File: config.mk
export PLATFORM = sky130hd
export DESIGN_NAME = hop_arbiter
export DESIGN_NICKNAME = d
export VERILOG_FILES = /design/src/rtl/hop_arbiter.sv
export SDC_FILE = /design/constraint.sdc
export NUM_CORES = 1
export LEC_CHECK = 0
export CAP_MARGIN = 30
export CORE_MARGIN = 4
export CORE_UTILIZATION = 44
export DETAILED_ROUTE_END_ITERATION = 8
export GPL_TIMING_DRIVEN = 0
export PLACE_DENSITY_LB_ADDON = 0.15
export SLEW_MARGIN = 40
export SYNTH_ARGS = -nofsm -noshare
export SYNTH_HDL_FRONTEND = slang
export SYNTH_SLANG_ARGS = --single-unit
File: constraint.sdc
create_clock -name clk -period 2.1 [get_ports clk]
set_input_delay 0.42 -clock clk [delete_from_list [all_inputs] [get_ports clk]]
set_output_delay 0.42 -clock clk [all_outputs]
set_load 0.1 [all_outputs]
File: src/rtl/hop_arbiter.sv
// Round-robin arbiter for N_REQ requesters sharing one registered data hop.
// Define HOP_ARBITER_TIMEOUT_EN to compile in the MAX_HOLD grant timeout and requester mask.
module hop_arbiter #(
  parameter int unsigned N_REQ    = 4,
  parameter int unsigned MAX_HOLD = 8
) (
  input  logic                     clk,
  input  logic                     rst,
  input  logic [N_REQ-1:0]         req,
  input  logic [N_REQ-1:0]         i,
  output logic [N_REQ-1:0]         gnt,
  output logic [$clog2(N_REQ)-1:0] gnt_id,
  output logic                     busy,
  output logic                     o
);

  localparam int unsigned IdW = $clog2(N_REQ);

  typedef enum logic [0:0] {StIdle, StGrant} state_e;

  state_e           state_q, state_d;
  logic [N_REQ-1:0] gnt_q, gnt_d;
  logic [IdW-1:0]   gnt_id_q, gnt_id_d;
  logic [IdW-1:0]   ptr_q, ptr_d;
  logic             o_q, o_d;

  logic [N_REQ-1:0] eligible;
  logic [IdW-1:0]   winner;
  logic [IdW-1:0]   cand;
  logic             found;

`ifdef HOP_ARBITER_TIMEOUT_EN
  logic [7:0]       cnt_q, cnt_d;
  logic [N_REQ-1:0] mask_q, mask_d;

  // A timed-out requester stays ineligible until it lets go of its request.
  assign eligible = req & ~mask_q;
`else
  logic [7:0] unused_max_hold;

  assign unused_max_hold = 8'(MAX_HOLD);
  assign eligible        = req;
`endif

  // First eligible index at or after the pointer, wrapping around.
  always_comb begin
    found  = 1'b0;
    winner = '0;
    cand   = '0;
    for (int unsigned k = 0; k < N_REQ; k++) begin
      cand = IdW'((32'(ptr_q) + k) % N_REQ);
      if (!found && eligible[cand]) begin
        found  = 1'b1;
        winner = cand;
      end
    end
  end

  always_comb begin
    state_d  = state_q;
    gnt_d    = gnt_q;
    gnt_id_d = gnt_id_q;
    ptr_d    = ptr_q;
    o_d      = 1'b0;
`ifdef HOP_ARBITER_TIMEOUT_EN
    cnt_d    = cnt_q;
    mask_d   = mask_q & req;
`endif
    unique case (state_q)
      StIdle: begin
        gnt_d    = '0;
        gnt_id_d = '0;
        if (found) begin
          state_d  = StGrant;
          gnt_d    = {{(N_REQ-1){1'b0}}, 1'b1} << winner;
          gnt_id_d = winner;
          ptr_d    = (winner == IdW'(N_REQ - 1)) ? '0 : winner + 1'b1;
          o_d      = i[winner];
`ifdef HOP_ARBITER_TIMEOUT_EN
          cnt_d    = 8'd1;
`endif
        end
      end
      StGrant: begin
        if (!req[gnt_id_q]) begin
          state_d  = StIdle;
          gnt_d    = '0;
          gnt_id_d = '0;
        end
`ifdef HOP_ARBITER_TIMEOUT_EN
        else if (cnt_q == 8'(MAX_HOLD)) begin
          state_d          = StIdle;
          gnt_d            = '0;
          gnt_id_d         = '0;
          mask_d[gnt_id_q] = 1'b1;
        end
`endif
        else begin
          o_d   = i[gnt_id_q];
`ifdef HOP_ARBITER_TIMEOUT_EN
          cnt_d = cnt_q + 8'd1;
`endif
        end
      end
      default: state_d = StIdle;
    endcase
  end

  always_ff @(posedge clk) begin
    if (rst) begin
      state_q  <= StIdle;
      gnt_q    <= '0;
      gnt_id_q <= '0;
      ptr_q    <= '0;
      o_q      <= 1'b0;
`ifdef HOP_ARBITER_TIMEOUT_EN
      cnt_q    <= '0;
      mask_q   <= '0;
`endif
    end else begin
      state_q  <= state_d;
      gnt_q    <= gnt_d;
      gnt_id_q <= gnt_id_d;
      ptr_q    <= ptr_d;
      o_q      <= o_d;
`ifdef HOP_ARBITER_TIMEOUT_EN
      cnt_q    <= cnt_d;
      mask_q   <= mask_d;
`endif
    end
  end

  assign gnt    = gnt_q;
  assign gnt_id = gnt_id_q;
  assign busy   = (state_q == StGrant);
  assign o      = o_q;

endmodule

## Word-level counts from Yosys, hierarchy flattened

Cells that the tools add are included.

| operators by class | value |
|---|---|
| shifts and indexed selects | 1 |
| equal/unequal tests | 2 |
| multiplexer cells | 35 |
| $add $sub $neg | 4 |
| reduce and logical (&&, ||, !) cells | 7 |
| bitwise gates (word level) | 1 |
| magnitude comparators | 6 |

Operators by type and width:

| kind | count |
|---|---|
| $lt 2x3->1 const B | 6 |
| $mux 1 | 15 |
| $bmux 1 s2 | 7 |
| $mux 2 | 7 |
| $mux 4 | 2 |
| $pmux 4 s2 | 1 |
| $add 2x1->2 const B | 2 |
| $add 2x2->2 const B | 2 |
| $pmux 1 s2 | 2 |
| $pmux 2 s2 | 1 |
| $shl 1x2->4 const A | 1 |
| $logic_and 1x1->1 | 3 |
| $logic_not 1->1 | 3 |
| $eq 2x2->1 const B | 1 |
| $ne 2x2->1 const B | 1 |
| $reduce_and 2->1 | 1 |
| $not 1->1 | 1 |

| word-level totals | value |
|---|---|
| logic and storage cells | 61 |
| output and inout bits | 8 |
| register bits after elaboration | 10 |
| input bits | 10 |

## Longest topological paths before layout

Gate-level depths: netlist (run 1).

| depth | value |
|---|---|
| word-level depth | 16 |
| depth in mapped cells | 7 |
| gate-level depth less buffers | 7 |

## Worst setup path after synthesis (run 1)

OpenSTA, ideal clock, no wires.

| timing path | value |
|---|---|
| path kind | flip-flop to flip-flop |
| start point | register gnt_id_q[0] (netlist: gnt_id[0]) |
| end point | register gnt_id_q[0] (netlist: gnt_id[0]) |
| cell stages (with the launch flop) | 6 |
| path buffers | 1 |
| required time | 1.973 ns |
| data arrival time | 2.116 ns |
| path slack | -0.143 ns |
| period minus slack after synthesis | 2.243 ns |
| cells stage by stage | dfxtp_1 > mux4_1 > and2_1 > clkbuf_1 > a21oi_1 > nor2_1 |

| between the ends | value |
|---|---|
| cells in the longest elaborated chain, start to end | 3 |

RTL lines:

| element | RTL line | RTL |
|---|---|---|
| from (decl) | 23 | `logic [IdW-1:0] gnt_id_q, gnt_id_d;` |
| from (signal assigned) | 123 | `gnt_id_q <= gnt_id_d;` |
| $bmux 1 s2 | 85 | `if (!req[gnt_id_q]) begin` |
| $mux 1 (not written as such) | 85 |  |
| $ne 2x2->1 (no source line) | -- |  |

No other way between the ends. The select of a mux whose other input is x is not followed.
A chain may end at the register's enable or synchronous reset.

## Worst setup path in the final report (run 1)

| timing path | value |
|---|---|
| start point | input req[2] |
| end point | register ptr_q[1] |

| between the ends | value |
|---|---|
| cells in the longest elaborated chain, start to end | 14 |
| elaborated cells between the ends (all ways) | 26 |
| classes of those cells | 1 x add/sub; 1 x eq/ne; 17 x mux; 7 x reduce/logical |

RTL lines:

| element | RTL line | RTL |
|---|---|---|
| from (decl) | 9 | `input logic [N_REQ-1:0] req,` |
| $bmux 1 s2 | 52 | `if (!found && eligible[cand]) begin` |
| $mux 1 (not written as such) | 52 |  |
| $mux 1 | 52 |  |
| $logic_not 1->1 | 52 |  |
| $logic_and 1x1->1 | 52 |  |
| $mux 1 | 52 |  |
| $logic_not 1->1 | 52 |  |
| $logic_and 1x1->1 | 52 |  |
| $mux 1 | 52 |  |
| $logic_not 1->1 | 52 |  |
| $logic_and 1x1->1 | 52 |  |
| $mux 2 | 52 |  |
| $add 2x1->2 / $eq 2x2->1 (equally long branches) | 77 | `ptr_d = (winner == IdW'(N_REQ - 1)) ? '0 : winner + 1'b1;` |
| $mux 2 | 77 |  |
| to (signal assigned) | 124 | `ptr_q <= ptr_d;` |
| to (decl) | 24 | `logic [IdW-1:0] ptr_q, ptr_d;` |

Several ways; a longest one is shown, not always the timed one. The select of a mux whose other input is x is not followed.

==> results of run 1 <==
[final cells by class]
class                   instances  area [sq um]  share of cell area [%]
plain buffers                   2         7.507                  0.9662
inverters                       4         15.01                   1.932
multi-input cells              48         369.1                   47.50
flip-flops and latches         10         201.4                   25.93
clock buffers                   4         36.28                   4.670
well taps                      14         17.52                   2.254
repair buffers                 17         130.1                   16.75
[worst paths after layout]
kind / startpoint / endpoint / slack (ns) / depth (start not counted)
worst min-delay path: gnt[0]$_SDFFE_PP0P_ / gnt[0]$_SDFFE_PP0P_ / 0.49 / 2
worst min register to register: gnt[0]$_SDFFE_PP0P_ / gnt[0]$_SDFFE_PP0P_ / 0.49 / 2
worst max-delay path: req[2] / ptr_q[1]$_SDFFE_PP0P_ / 0.15 / 7
worst max register to register: ptr_q[1]$_SDFFE_PP0P_ / gnt[2]$_SDFFE_PP0P_ / 0.40 / 7
[cell families after synthesis]
group	share of synthesized area, %
adder cells (fa/ha/maj)	8.584
AO/OA/AOI/OAI	18.88
buffers and inverters	3.862
flip-flops	34.33
AND/OR/NAND/NOR	20.82
multiplexers	13.52
[registers in the layout, indices dropped and copies added, names as in the netlist]
signal,cells
gnt,4
gnt_id,2
ptr_q,2
busy,1
o,1
[critical path, cell delays in order]
cell	delay [ns]
clkdlybuf4s50_1	0.58
or2b_1	0.28
a21oi_1	0.20
nor2_1	0.12
ha_1	0.31
mux2i_1	0.14
nor2_1	0.05
[layout by cell type, fill, tap and decap left out, types with 2 or more instances in the layout]
cell type        instances
nor2_1                  12
dfxtp_1                  9
clkdlybuf4s50_1          9
buf_2                    8
a22oi_1                  5
inv_1                    4
ha_1                     4
mux2i_1                  3
a21oi_1                  3
clkbuf_4                 3
clkbuf_1                 2
o21ai_0                  2
[through the flow]
step	instance area, sq um	setup slack [ns]
final	777.0	0.1454
after global routing	777.0	0.008280
after CTS	768.2	0.05431
after detailed placement	732.0	-0.2307
after global placement	772.0	-0.1763
after floorplan	584.3	0.08800
[power groups by stage]
| stage | logic, uW | clock network (uW) | registers (uW) |
|---|---|---|---|
| 2_1_floorplan | 110 | 0 | 359 |
| 3_3_place_gp | 305 | 0 | 240 |
| 3_5_place_dp | 293 | 0 | 240 |
| 4_1_cts | 294 | 173 | 235 |
| 5_1_grt | 319 | 183 | 240 |
| 6_report | 297 | 167 | 235 |
[layer usage]
layer	routed length, um	vias to the layer above	global-route usage (%)
li1	-	275	-
met1	589	251	21.09
met2	584	15	21.22
met3	88	0	6.098
met4	0	0	0.6024
met5	0	-	0
==> impl_metrics.sql, run 1 <==
INSERT INTO impl_metrics (metric_group, metric, value, unit) VALUES
('clocking', 'cts_buffers', '3', ''),
('placed_design', 'place.gp.congestion', '0.7935', ''),
('placed_design', 'port_buffers', '17', ''),
('logic_synthesis', 'synth_flop_cell', 'dfxtp_1', ''),
('clocking', 'ctsHoldBuffers', '0', ''),
('global_route', 'first_pass_grt_wire_length', '2159', 'um'),
('sta', 'timing.final.crit_period', '1.955', 'ns'),
('logic_synthesis', 'synth_cells', '64', ''),
('sta', 'hold_violations', '0', ''),
('logic_synthesis', 'netlist_area', '583.1', 'sq um'),
('sta', 'worst_clock_skew', '0.002685', 'ns'),
('sta', 'maxClockFrequency', '511.6', 'MHz'),
('clocking', 'cts-htree-levels', '1', ''),
('floorplan', 'initial_core_util', '49.79', '%'),
('logic_synthesis', 'yosysSeqAreaShare', '34.33', '%'),
('logic_synthesis', 'netlist.area_leader.share', '34.33', '%'),
('sta', 'worst_tran_pin_value', '0.5670', 'ns'),
('global_route', 'number_of_antenna_violations_at_the_first_check_in_global_routing', '0', ''),
('power_and_ir_drop', 'p_int', '407.0', 'uW'),
('final_layout', 'layout.filler_cells', '107', ''),
('final_layout', 'final_layout_size_suffix_gt1_share', '22.35', '%'),
('sta', 'rsz_0062_raised_after_global_routing', 'false', ''),
('sta', 'layout_worst_path_cycle_share', '93.08', '%'),
('logic_synthesis', 'cell_types_occupying_the_most_area_after_synthesis', 'dfxtp_1 (34%), ha_1 (8.6%), nor2_1 (8.4%)', ''),
('logic_synthesis', 'synthDominantAreaCellType', 'dfxtp_1', ''),
('detailed_routing', 'route.detailed.drc', '0', ''),
('detailed_routing', 'drc_violation_total_after_the_first_tritonroute_iteration', '11', ''),
('sta', 'final.hold.worst_slack', '0.4943', 'ns'),
('clocking', 'clockRootBuffer', 'clkbuf_4', ''),
('sta', 'finalSetupTns', '0', 'ns'),
('power_and_ir_drop', 'worst_ir_drop_vdd', '0.5589', 'mV'),
('floorplan', 'ports', '18', ''),
('logic_synthesis', 'synth_common_cells', 'nor2_1 (13), dfxtp_1 (10), a22oi_1 (5), ha_1 (4), inv_1 (4)', ''),
('status', 'run_status', 'finished, final reports clean', ''),
('floorplan', 'die_width', '44.40', 'um'),
('power_and_ir_drop', 'p_switching', '292.0', 'uW'),
('logic_synthesis', 'yosysWarningCount', '0', ''),
('floorplan', 'floorplan.rows', '12', ''),
('final_layout', 'layout-area-overhead-vs-synth', '33.26', '%'),
('clocking', 'clk_pin_slew', '0.06', 'ns'),
('detailed_routing', 'routedWlPerCell', '12.75', 'um'),
('floorplan', 'dieArea', '1971', 'sq um'),
('power_and_ir_drop', 'cellPowerDensity', '899.6', 'nW/um^2'),
('detailed_routing', 'via_per_inst', '5.465', ''),
('sta', 'drv_slew', '0', ''),
('floorplan', 'core_region_area', '1171', 'sq um'),
('critical_path', 'kind_of_start_point_of_the_critical_path', 'primary input', ''),
('critical_path', 'worst_ep_required_time', '2.24', 'ns'),
('logic_synthesis', 'async_flop_share', '0', '%'),
('min_path', 'worstHoldPathType', 'flop to flop', ''),
('critical_path', 'critPathKind', 'primary input to flop', ''),
('global_route', 'grt_remaining_overflow', '0', ''),
('placed_design', 'detailedPlacementHpwl', '988.5', 'um'),
('sta', 'final-setup-viol-count', '0', ''),
('logic_synthesis', 'synth.ff_latch_count', '10', ''),
('power_and_ir_drop', 'power.static_leakage', '0.0003350', 'uW'),
('final_layout', 'nets', '100', ''),
('detailed_routing', 'dr.pass1.iters', '4', ''),
('clocking', 'clk_lat_worst_skew', '0.26', 'ns'),
('logic_synthesis', 'most_numerous_cell_in_the_yosys_netlist', 'nor2_1', ''),
('final_layout', 'layout.core_utilization', '66.35', '%'),
('critical_path', 'worstPathMaxFanout', '6', ''),
('detailed_routing', 'route.final.wire_length', '1262', 'um'),
('global_route', 'maximum_number_of_pins_on_one_net_before_global_route_repair', '11', ''),
('logic_synthesis', 'synthDistinctLibCells', '27', ''),
('placed_design', 'dp_cells', '95', ''),
('power_and_ir_drop', 'switching_share', '41.77', '%'),
('detailed_routing', 'vias', '541', ''),
('final_layout', 'antenna-diode-count', '0', ''),
('power_and_ir_drop', 'post-layout-total-power', '699.0', 'uW'),
('critical_path', 'cp.arrival', '2.10', 'ns');
(Power assumes the default switching activity.)
==> inputs of run 2 (changes only) <==
--- a/config.mk
+++ b/config.mk
@@ -6,8 +6,10 @@
 export NUM_CORES = 1
 export LEC_CHECK = 0
 export CAP_MARGIN = 30
+export CELL_PAD_IN_SITES_DETAIL_PLACEMENT = 1
+export CELL_PAD_IN_SITES_GLOBAL_PLACEMENT = 1
 export CORE_MARGIN = 4
-export CORE_UTILIZATION = 44
+export CORE_UTILIZATION = 32
 export DETAILED_ROUTE_END_ITERATION = 8
 export GPL_TIMING_DRIVEN = 0
 export PLACE_DENSITY_LB_ADDON = 0.15
==> run 2 against run 1 <==
  * Critical path depth grew 1
  * Register-to-register slack lost 0.07 ns
  * Final cell count grew 11%
  * Core utilization shrank 20 points
  * Critical path type unchanged
  * Highest routed layer is now met4
==> impl_metrics.sql, run 2 (synthesis results as in run 1) <==
INSERT INTO impl_metrics (metric_group, metric, value, unit) VALUES
('critical_path', 'timing.rr.end', 'gnt[0]$_SDFFE_PP0P_', ''),
('placed_design', 'place_area', '745.7', 'sq um'),
('sta', 'worst_clock_skew', '0.0006371', 'ns'),
('job', 'max_cap_violations', '0', ''),
('power_and_ir_drop', 'switching_share', '43.39', '%'),
('floorplan', 'initial_core_util', '33.77', '%'),
('sta', 'final-setup-viol-count', '0', ''),
('critical_path', 'worst-r2r-setup-slack', '0.33', 'ns'),
('power_and_ir_drop', 'seqPwrFrac', '32.6', '%'),
('global_route', 'first_pass_grt_wire_length', '2670', 'um'),
('floorplan', 'floorplan.rows', '15', ''),
('critical_path', 'rr_worst_depth', '7', ''),
('floorplan', 'ports', '18', ''),
('sta', 'worst_tran_pin_value', '0.5867', 'ns'),
('critical_path', 'crit_path_end_kind', 'flop', ''),
('sta', 'slew-limit-headroom', '59.87', '%'),
('global_route', 'grt_remaining_overflow', '0', ''),
('critical_path', 'kind_of_start_point_of_the_critical_path', 'primary input', ''),
('critical_path', 'critPathKind', 'primary input to flop', ''),
('min_path', 'holdPathEnd', 'gnt[2]$_SDFFE_PP0P_', ''),
('placed_design', 'place.gp.congestion', '0.8033', ''),
('power_and_ir_drop', 'power.static_leakage', '0.0003360', 'uW'),
('clocking', 'ctsHoldBuffers', '0', ''),
('placed_design', 'port_buffers', '17', ''),
('placed_design', 'dpl_worst_slack', '-0.2729', 'ns'),
('critical_path', 'crit_path_top_delay_cell', 'clkdlybuf4s50_1', ''),
('min_path', 'worstHoldPathType', 'flop to flop', ''),
('floorplan', 'die_width', '50.69', 'um'),
('sta', 'layout_worst_path_cycle_share', '93.21', '%'),
('sta', 'drv_slew', '0', ''),
('final_layout', 'multi_input_comb_area', '374.1', 'sq um'),
('global_route', 'gr-usage-met3', '5.935', '%'),
('power_and_ir_drop', 'p_switching', '313.6', 'uW'),
('global_route', 'use_met2', '21.74', '%'),
('sta', 'maxClockFrequency', '510.9', 'MHz'),
('final_layout', 'most_frequent_standard_cell_in_the_layout_excluding_fill_and_tap_cells', 'nor2_1', ''),
('floorplan', 'core_region_area', '1727', 'sq um'),
('critical_path', 'worst_path_most_repeated_cell', 'nor2_1', ''),
('clocking', 'cts_sinks', '10', ''),
('global_route', 'maximum_number_of_pins_on_one_net_before_global_route_repair', '11', ''),
('detailed_routing', 'ant_nets', '0', ''),
('final_layout', 'final_cell_area', '795.8', 'sq um'),
('placed_design', 'detailedPlacementHpwl', '1221', 'um'),
('critical_path', 'worstPathMaxFanout', '6', ''),
('sta', 'final.hold.worst_slack', '0.4983', 'ns'),
('final_layout', 'nets', '100', ''),
('final_layout', 'mostFrequentLayoutCells', 'nor2_1 (12), dfxtp_1 (9), clkdlybuf4s50_1 (9), buf_2 (8), a22oi_1 (5)', ''),
('critical_path', 'cp.buffers_inverters', '2', ''),
('global_route', 'grt.total_usage', '13.91', '%'),
('global_route', 'number_of_antenna_violations_at_the_first_check_in_global_routing', '0', ''),
('sta', 'hold_violations', '0', ''),
('clocking', 'clk_pin_slew', '0.07', 'ns'),
('clocking', 'post_cts.resized_instances', '0', ''),
('critical_path', 'crit_family', 'buffers and inverters', ''),
('min_path', 'hold_path_startpoint', 'gnt[2]$_SDFFE_PP0P_', ''),
('sta', 'rsz_0062_raised_after_global_routing', 'false', ''),
('clocking', 'cts_tree', 'built', ''),
('critical_path', 'timing.rr.start', 'ptr_q[1]$_SDFFE_PP0P_', ''),
('power_and_ir_drop', 'p_int', '409.1', 'uW'),
('clocking', 'postCtsSetupRepairBufs', '0', ''),
('clocking', 'clk_lat_worst_skew', '0.27', 'ns'),
('sta', 'setup_ws', '0.1427', 'ns'),
('global_route', 'grt_util_met1', '17.27', '%'),
('min_path', 'hold_path_depth', '2', ''),
('clocking', 'cts-htree-levels', '1', ''),
('detailed_routing', 'drc_violation_total_after_the_first_tritonroute_iteration', '4', ''),
('clocking', 'max-clock-path-buffers', '2', ''),
('final_layout', 'antenna-diode-count', '0', ''),
('status', 'run_status', 'finished, final reports clean', ''),
('final_layout', 'layout-area-overhead-vs-synth', '36.48', '%'),
('power_and_ir_drop', 'cellPowerDensity', '908.3', 'nW/um^2'),
('critical_path', 'max_stage_delay', '0.51', 'ns'),
('detailed_routing', 'routedWlPerCell', '14.17', 'um'),
('final_layout', 'number_of_flip_flops_under_the_largest_register_name', '4', ''),
('critical_path', 'cp_cell_sequence', 'clkdlybuf4s50_1, mux2i_1, o22ai_1, nor2_1, inv_1, ha_1, a22oi_1, nor2_1', ''),
('floorplan', 'dieArea', '2569', 'sq um'),
('detailed_routing', 'dr.pass1.iters', '4', ''),
('detailed_routing', 'route.detailed.drc', '0', ''),
('power_and_ir_drop', 'clock_power_share', '25.0', '%'),
('final_layout', 'layout.filler_cells', '218', ''),
('power_and_ir_drop', 'worst_ir_drop_vdd', '0.5057', 'mV'),
('detailed_routing', 'route.final.wire_length', '1559', 'um'),
('critical_path', 'worst_ep_required_time', '2.25', 'ns'),
('final_layout', 'final-seq-area', '201.4', 'sq um'),
('clocking', 'clockRootBuffer', 'clkbuf_4', ''),
('final_layout', 'final_layout_size_suffix_gt1_share', '22.35', '%'),
('detailed_routing', 'via_per_inst', '5.145', ''),
('global_route', 'global_route.peak_usage_layer', 'met2', ''),
('global_route', 'via_count_of_the_first_global_routing_pass', '552', ''),
('floorplan', 'die-height', '50.69', 'um'),
('power_and_ir_drop', 'p_comb_share', '42.4', '%'),
('clocking', 'cts_buffers', '3', ''),
('critical_path', 'cp.arrival', '2.11', 'ns'),
('sta', 'timing.final.crit_period', '1.957', 'ns'),
('detailed_routing', 'vias', '566', '');
==> run 2: final cells by class <==
| class | instances | share of cell area (%) |
|---|---|---|
| well taps | 25 | 3.931 |
| multi-input cells | 48 | 47.01 |
| flip-flops and latches | 10 | 25.31 |
| plain buffers | 2 | 0.9434 |
| repair buffers | 17 | 16.35 |
| inverters | 4 | 1.887 |
| clock buffers | 4 | 4.560 |
==> run 2: stage by stage <==
step           std cells  total power (uW)  util, %  TNS [ns]
6_report             110             722.8    46.09         0
5_1_grt              110             772.3    46.09         0
4_1_cts              110             728.7    45.29         0
3_5_place_dp         106             542.0    43.19    -1.309
3_3_place_gp         106             550.1    45.51    -1.021
2_1_floorplan         64             468.7        -         0
==> run 2: worst max path at each step <==
| stage | start | endpoint | slack (ns) | cells after the start |
|---|---|---|---|---|
| finish | req[2] | gnt[0]$_SDFFE_PP0P_ | 0.14 | 8 |
| global route | req[2] | gnt[0]$_SDFFE_PP0P_ | 0.002 | 8 |
| CTS | req[2] | gnt[0]$_SDFFE_PP0P_ | 0.01 | 8 |
| detailed placement | req[2] | gnt[0]$_SDFFE_PP0P_ | -0.27 | 8 |
| global placement | req[2] | gnt[1]$_SDFFE_PP0P_ | -0.19 | 8 |
| floorplan | gnt_id[1]$_SDFFE_PP0P_ | gnt_id[0]$_SDFFE_PP0P_ | 0.09 | 5 |
==> run 2: worst min-delay path, cell delays in order, from the launching register on <==
cell and delay [ns]:
dfxtp_1 0.33, a22oi_1 0.06, nor2_1 0.07
==> run 2: power by group through the flow <==
stage               registers (uW)  clock network, uW  logic [uW]
finish                         236                181         306
global route                   240                204         328
CTS                            236                190         302
detailed placement             241                  0         301
global placement               240                  0         310
floorplan                      359                  0         110
==> run 2: metal layers <==
| metal | routed length [um] | part of all wire (%) |
|---|---|---|
| met1 | 722 | 46 |
| met2 | 724 | 46 |
| met3 | 93 | 6.0 |
| met4 | 19 | 1.2 |
| met5 | 0 | 0 |
